==> src/rtl/ic_scr_key_ctrl_pkg.sv <==
// ---------------------------------------------------------------------------
// ic_scr_key_ctrl_pkg
//   Shared types and widths for the icache scrambling-key controller.
//   Provides the default key/nonce widths used by the scrambled RAM banks and
//   the state encoding of the rekey sequencer.
// ---------------------------------------------------------------------------
package ic_scr_key_ctrl_pkg;

  // Default scrambling key and per-fetch nonce widths of the RAM banks.
  localparam int SCRAMBLE_KEY_W   = 128;
  localparam int SCRAMBLE_NONCE_W = 64;

  // Rekey sequencer states.
  typedef enum logic [1:0] {
    IC_KEY_IDLE,
    IC_KEY_REQ,
    IC_KEY_INVAL,
    IC_KEY_WAIT
  } ic_key_state_e;

endpackage

==> src/rtl/ic_scr_key_ctrl.sv <==
// ---------------------------------------------------------------------------
// ic_scr_key_ctrl
//   Scrambling-key manager for the icache tag/data RAM banks. Fetches a fresh
//   key/nonce from the key source over a req/ack handshake, keeps a history of
//   the last NonceDepth nonces for the wide data banks, sequences an icache
//   invalidation after every rekey and tells the RAMs when the key is usable.
//
// Ports
//   clk_i          in   clock
//   rst_i          in   asynchronous reset, active-high
//   rekey_i        in   request a new key (level or pulse)
//   key_req_o      out  request to the key source, held until ack or abort
//   key_ack_i      in   key source ack; key_i/nonce_i valid with it
//   key_i          in   new key
//   nonce_i        in   new nonce
//   icache_inval_o out  one-cycle invalidate pulse to the icache
//   icache_busy_i  in   icache busy (invalidation in progress)
//   key_valid_o    out  key/nonce outputs stable and usable by the RAMs
//   key_o          out  current key for all banks
//   tag_nonce_o    out  newest nonce (tag banks)
//   data_nonce_o   out  nonce history {oldest..newest} (data banks)
//   busy_o         out  sequencer active or a rekey is pending
//   timeout_err_o  out  sticky flag: a key request timed out
// ---------------------------------------------------------------------------
module ic_scr_key_ctrl
  import ic_scr_key_ctrl_pkg::*;
#(
  parameter int                KeyW       = SCRAMBLE_KEY_W,
  parameter int                NonceW     = SCRAMBLE_NONCE_W,
  parameter int                NonceDepth = 2,
  parameter logic [KeyW-1:0]   ResetKey   = 128'h14e8cecae3040d5e12286bb3cc113298,
  parameter logic [NonceW-1:0] ResetNonce = 64'hf79780bc735f3843,
  parameter int                ReqTimeout = 256
) (
  input  logic                         clk_i,
  input  logic                         rst_i,
  input  logic                         rekey_i,
  output logic                         key_req_o,
  input  logic                         key_ack_i,
  input  logic [KeyW-1:0]              key_i,
  input  logic [NonceW-1:0]            nonce_i,
  output logic                         icache_inval_o,
  input  logic                         icache_busy_i,
  output logic                         key_valid_o,
  output logic [KeyW-1:0]              key_o,
  output logic [NonceW-1:0]            tag_nonce_o,
  output logic [NonceDepth*NonceW-1:0] data_nonce_o,
  output logic                         busy_o,
  output logic                         timeout_err_o
);

  localparam int CntW = $clog2(ReqTimeout);
  localparam logic [CntW-1:0] CntMax = CntW'(ReqTimeout - 1);

  ic_key_state_e state_q, state_d;
  logic          key_req_q, key_req_d;
  logic          inval_q, inval_d;
  logic          key_valid_q, key_valid_d;
  logic          pending_q, pending_d;
  logic          timeout_q, timeout_d;
  logic [CntW-1:0] cnt_q, cnt_d;
  logic          load_key;

  logic [KeyW-1:0]                  key_q;
  // Entry 0 is the newest nonce; the highest index is the oldest.
  logic [NonceDepth-1:0][NonceW-1:0] hist_q;

  // Next-state and registered-output decode. A rekey request arriving while
  // the sequencer is busy is remembered in a single pending flag, so any
  // number of requests during one rekey collapse into one follow-up rekey.
  // The abort counter only advances while waiting for an ack and stops at
  // its terminal value, so it never wraps.
  always_comb begin
    state_d     = state_q;
    key_req_d   = key_req_q;
    inval_d     = 1'b0;
    key_valid_d = key_valid_q;
    pending_d   = pending_q;
    timeout_d   = timeout_q;
    cnt_d       = cnt_q;
    load_key    = 1'b0;

    if (rekey_i && (state_q != IC_KEY_IDLE)) begin
      pending_d = 1'b1;
    end

    case (state_q)
      IC_KEY_IDLE: begin
        if (rekey_i || pending_q) begin
          state_d     = IC_KEY_REQ;
          pending_d   = 1'b0;
          key_valid_d = 1'b0;
          key_req_d   = 1'b1;
          cnt_d       = '0;
        end
      end
      IC_KEY_REQ: begin
        // An ack in the terminal cycle takes priority over the abort.
        if (key_ack_i) begin
          load_key  = 1'b1;
          key_req_d = 1'b0;
          inval_d   = 1'b1;
          state_d   = IC_KEY_INVAL;
        end else if (cnt_q == CntMax) begin
          timeout_d   = 1'b1;
          key_req_d   = 1'b0;
          key_valid_d = 1'b1;
          state_d     = IC_KEY_IDLE;
        end else begin
          cnt_d = cnt_q + CntW'(1);
        end
      end
      IC_KEY_INVAL: begin
        state_d = IC_KEY_WAIT;
      end
      IC_KEY_WAIT: begin
        if (!icache_busy_i) begin
          key_valid_d = 1'b1;
          state_d     = IC_KEY_IDLE;
        end
      end
      default: begin
        state_d = IC_KEY_IDLE;
      end
    endcase
  end

  // State and output registers. Key and nonce history only change on the
  // ack edge, which always falls inside the window where key_valid_o is low.
  always_ff @(posedge clk_i or posedge rst_i) begin
    if (rst_i) begin
      state_q     <= IC_KEY_IDLE;
      key_req_q   <= 1'b0;
      inval_q     <= 1'b0;
      key_valid_q <= 1'b1;
      pending_q   <= 1'b0;
      timeout_q   <= 1'b0;
      cnt_q       <= '0;
      key_q       <= ResetKey;
      hist_q      <= {NonceDepth{ResetNonce}};
    end else begin
      state_q     <= state_d;
      key_req_q   <= key_req_d;
      inval_q     <= inval_d;
      key_valid_q <= key_valid_d;
      pending_q   <= pending_d;
      timeout_q   <= timeout_d;
      cnt_q       <= cnt_d;
      if (load_key) begin
        key_q <= key_i;
        for (int i = NonceDepth - 1; i > 0; i--) begin
          hist_q[i] <= hist_q[i-1];
        end
        hist_q[0] <= nonce_i;
      end
    end
  end

  assign key_req_o      = key_req_q;
  assign icache_inval_o = inval_q;
  assign key_valid_o    = key_valid_q;
  assign key_o          = key_q;
  assign tag_nonce_o    = hist_q[0];
  assign data_nonce_o   = hist_q;
  assign busy_o         = (state_q != IC_KEY_IDLE) || pending_q;
  assign timeout_err_o  = timeout_q;

  // Protocol invariants towards the key source, icache and RAM banks.
  ReqOnlyInReq: assert property (@(posedge clk_i) disable iff (rst_i)
    key_req_o |-> (state_q == IC_KEY_REQ));

  InvalSinglePulse: assert property (@(posedge clk_i) disable iff (rst_i)
    icache_inval_o |=> !icache_inval_o);

  KeyStableWhileValid: assert property (@(posedge clk_i) disable iff (rst_i)
    key_valid_o |=> $stable(key_o));

endmodule

==> config.mk <==
export PLATFORM = sky130hd
export DESIGN_NAME = ic_scr_key_ctrl
export DESIGN_NICKNAME = d
export VERILOG_FILES = /design/src/rtl/ic_scr_key_ctrl_pkg.sv /design/src/rtl/ic_scr_key_ctrl.sv
export SDC_FILE = /design/constraint.sdc
export NUM_CORES = 1
export LEC_CHECK = 0
export CAP_MARGIN = 5
export CORE_AREA = 2 2 200 202
export DETAILED_ROUTE_END_ITERATION = 10
export DIE_AREA = 0 0 202 204
export PLACE_DENSITY_LB_ADDON = 0.1
export SLEW_MARGIN = 20
export SYNTH_ARGS = -nofsm -noshare
export SYNTH_HDL_FRONTEND = slang
export SYNTH_SLANG_ARGS = --single-unit
==> constraint.sdc <==
create_clock -name clk_i -period 10.1 [get_ports clk_i]
set_input_delay 1.01 -clock clk_i [delete_from_list [all_inputs] [get_ports clk_i]]
set_output_delay 1.01 -clock clk_i [all_outputs]
set_load 0.02 [all_outputs]
==> impl_metrics.py <==
metrics = {
    "yosys": {
        "synth_edf_count": 0,
        "async_flop_share_pct": 100,
        "syn_area_um2": 11100,
        "ys_ff_latch": 271,
        "yosysUniqueCellTypes": 33,
        "avgSynthCellArea_um2": 9.09,
        "syn-num-nets": 1422,
        "seq_area_frac_synth_pct": 62.3,
        "yosys_warnings": 0,
        "ys.flop_type": "dfrtp_1",
        "syn_inst": 1224,
    },
    "placement": {
        "port_buffers": 521,
        "gp_congestion": 0.751,
        "hpwlAfterDp_mm": 25.9,
        "dpl-instance-area_um2": 16100,
    },
    "critical_path": {
        "start_kind": "input pin",
        "slowest_delay_ns": 0.88,
        "worst_path_max_delay_cell": "buf_4",
        "cp_num_buf_inv": 3,
        "crit_family": "buffers and inverters",
        "path_cells": "clkdlybuf4s50_1 > nand2_1 > or2_4 > inv_8 > buf_4 > nand2_1 > nand2_1",
        "cp_max_fo": 170,
        "crit_path_frequent_cell": "nand2_1",
        "critPathArrivalTime_ns": 4.02,
        "timing_worst_setup_path_type": "input pin to flip-flop",
        "crit_path_end_kind": "flip-flop",
        "worst-endpoint-required_ns": 10.55,
    },
    "clock_tree": {
        "root_buffer": "clkbuf_16",
        "cts_setup_buffers": 0,
        "clkTransAtPathRegs_ns": 0.06,
        "clock_path_buffers": 3,
        "cts_sinks": 271,
        "htree_levels": 2,
        "cts_resized": 0,
        "cts_made_buffers": 34,
        "cts_tree": "yes",
        "clk_latency_ns": 0.52,
        "hold_buffers": 0,
    },
    "cells_and_area": {
        "utilization_pct": 44.1,
        "final_common_cell": "nand2_1",
        "mostFrequentLayoutCells": "nand2_1 (774), clkdlybuf4s50_1 (521), dfrtp_1 (145)",
        "syn2layout_area_growth_pct": 55.2,
        "layout.nets": 1860,
        "layout-drive-gt1-share_pct": 11.4,
        "fillCellCount": 3797,
        "design_area_um2": 17300,
    },
    "run": {
        "maxCapViolCount": 0,
    },
    "global_route": {
        "grt_pass1_vias": 9292,
        "grt_max_degree": 171,
        "grt.total_usage_pct": 17.9,
        "antenna_found_initial": 3,
        "overflow": 0,
        "grt_first_pass_wirelength_mm": 57.1,
    },
    "die": {
        "die_w_um": 202,
        "die-area_um2": 41200,
        "ioPinCount": 522,
        "initial_core_util_pct": 28.4,
        "die_h_um": 204,
        "coreArea_um2": 39200,
        "row_count": 73,
    },
    "detailed_routing": {
        "detail_route.vias_per_cell": 4.19,
        "drtAntennaViolNets": 0,
        "dr.pass1.iters": 4,
        "drtIter0Drc": 450,
        "drcViolationCount": 0,
        "vias": 9283,
        "wirelength_mm": 37.7,
        "wl_per_cell_um": 17.0,
    },
    "power_and_ir_drop": {
        "powerDensity_nw_per_um2": 360,
        "fin_total_pwr_w": 0.00622,
        "vdd_drop_max_uv": 162,
        "p_leak_nw": 8.04,
    },
    "sta": {
        "tns_ns": 0,
        "relSlewSlack_pct": 28.1,
        "maxSlewViolCount": 0,
        "worst_pin_slew_ns": 1.08,
        "finalSetupViolCount": 0,
        "fin_crit_sh_pct": 35.3,
        "rsz0062_at_grt": "false",
        "fin_skew_ns": 0.0176,
        "period_needed_ns": 3.57,
        "fmax_mhz": 280,
        "finalHoldViolations": 0,
    },
    "worst_hold_path": {
        "hold_class": "flip-flop to flip-flop",
    },
    "status": {
        "status": "finished, final reports clean",
    },
}
-- routing by layer --
layer | vias to the layer above | global-route usage [%] | wire [um]
met5 | - | 0 | 27
met4 | 4 | 4.91 | 794
met3 | 49 | 7.22 | 3850
met2 | 365 | 29.0 | 17700
met1 | 4340 | 22.0 | 15300
li1 | 4525 | - | -
-- cell type report --
cell class | count | area, um^2 | area share, %
Tap cell | 525 | 657 | 3.80
Multi-Input combinational cell | 824 | 3240 | 18.7
Sequential cell | 271 | 6940 | 40.2
Antenna cell | 1 | 2.50 | 0.0145
Timing Repair Buffer | 526 | 5270 | 30.5
Inverter | 5 | 33.8 | 0.196
Clock inverter | 10 | 81.3 | 0.471
Clock buffer | 52 | 1060 | 6.15
-- path summary, 6_finish.rpt --
kind | end | slack [ns] | cells past startpoint | startpoint
max | tag_nonce_o[13] | 6.53 | 7 | key_ack_i
max reg2reg | tag_nonce_o[13] | 7.00 | 6 | state_q[0]
min reg2reg | key_o[13] | 0.45 | 2 | key_o[13]
max in group asynchronous | key_o[18] | 7.53 | 3 | rst_i
min in group asynchronous | key_o[52] | 1.02 | 2 | rst_i
min | key_o[13] | 0.45 | 2 | key_o[13]
-- state kept, by name (all words and copies together), names as in the netlist, named ones only --
name	cells
cnt_q	8
data_nonce_o	64
icache_inval_o	1
key_o	128
key_req_o	1
key_valid_o	1
pending_q	1
state_q	1
tag_nonce_o	64
timeout_err_o	1
-- logic make-up (layout without fill, tap and decap cells) --
kind of cell / Yosys count / in the layout / synth area share, %
adder cells (fa/ha/maj): 1 / 1 / 0.112
buffers and inverters: 129 / 593 / 8.59
multiplexers: 1 / 1 / 0.101
AND/OR/NAND/NOR: 797 / 797 / 27.3
flip-flops: 271 / 271 / 62.3
other: 0 / 1 / 0
AO/OA/AOI/OAI: 25 / 25 / 1.55
-- tightest hold or removal path, stage by stage, from the launching register on --
cell and delay, ns:
dfstp_2 0.36, nand2_1 0.05, nand2_1 0.04
-- cells in the mapped netlist, types with 2 or more instances --
library cell / number / area share, %
clkbuf_1: 2 / 0.067
a21o_1: 3 / 0.20
o31ai_1: 2 / 0.13
or3_1: 2 / 0.11
nor2_1: 4 / 0.13
dfstp_2: 126 / 30
buf_6: 24 / 2.4
dfrtp_1: 145 / 33
o22a_1: 2 / 0.16
o21ai_1: 2 / 0.090
and3_1: 2 / 0.11
buf_4: 67 / 4.5
buf_2: 31 / 1.4
o21ai_0: 6 / 0.27
nand2_1: 774 / 26
o211ai_1: 5 / 0.34
nand2b_1: 2 / 0.11
inv_1: 4 / 0.13
nand3_1: 7 / 0.31
-- through the flow --
stage	cells	worst slack, ns	hold slack, ns
after floorplan	1224	1.83	0.456
after global placement	2151	6.04	0.445
after detailed placement	2151	6.02	0.448
after CTS	2213	6.56	0.457
after global routing	2214	6.29	0.461
final	2214	6.53	0.454
-- power by group --
group          total [W]  leakage, nW  switching (W)  internal, W
Sequential       0.00211         3.14       0.000379      0.00173
Clock            0.00123        0.568       0.000474     0.000752
Combinational    0.00288         4.33        0.00160      0.00128
(Power assumes the default switching activity.)
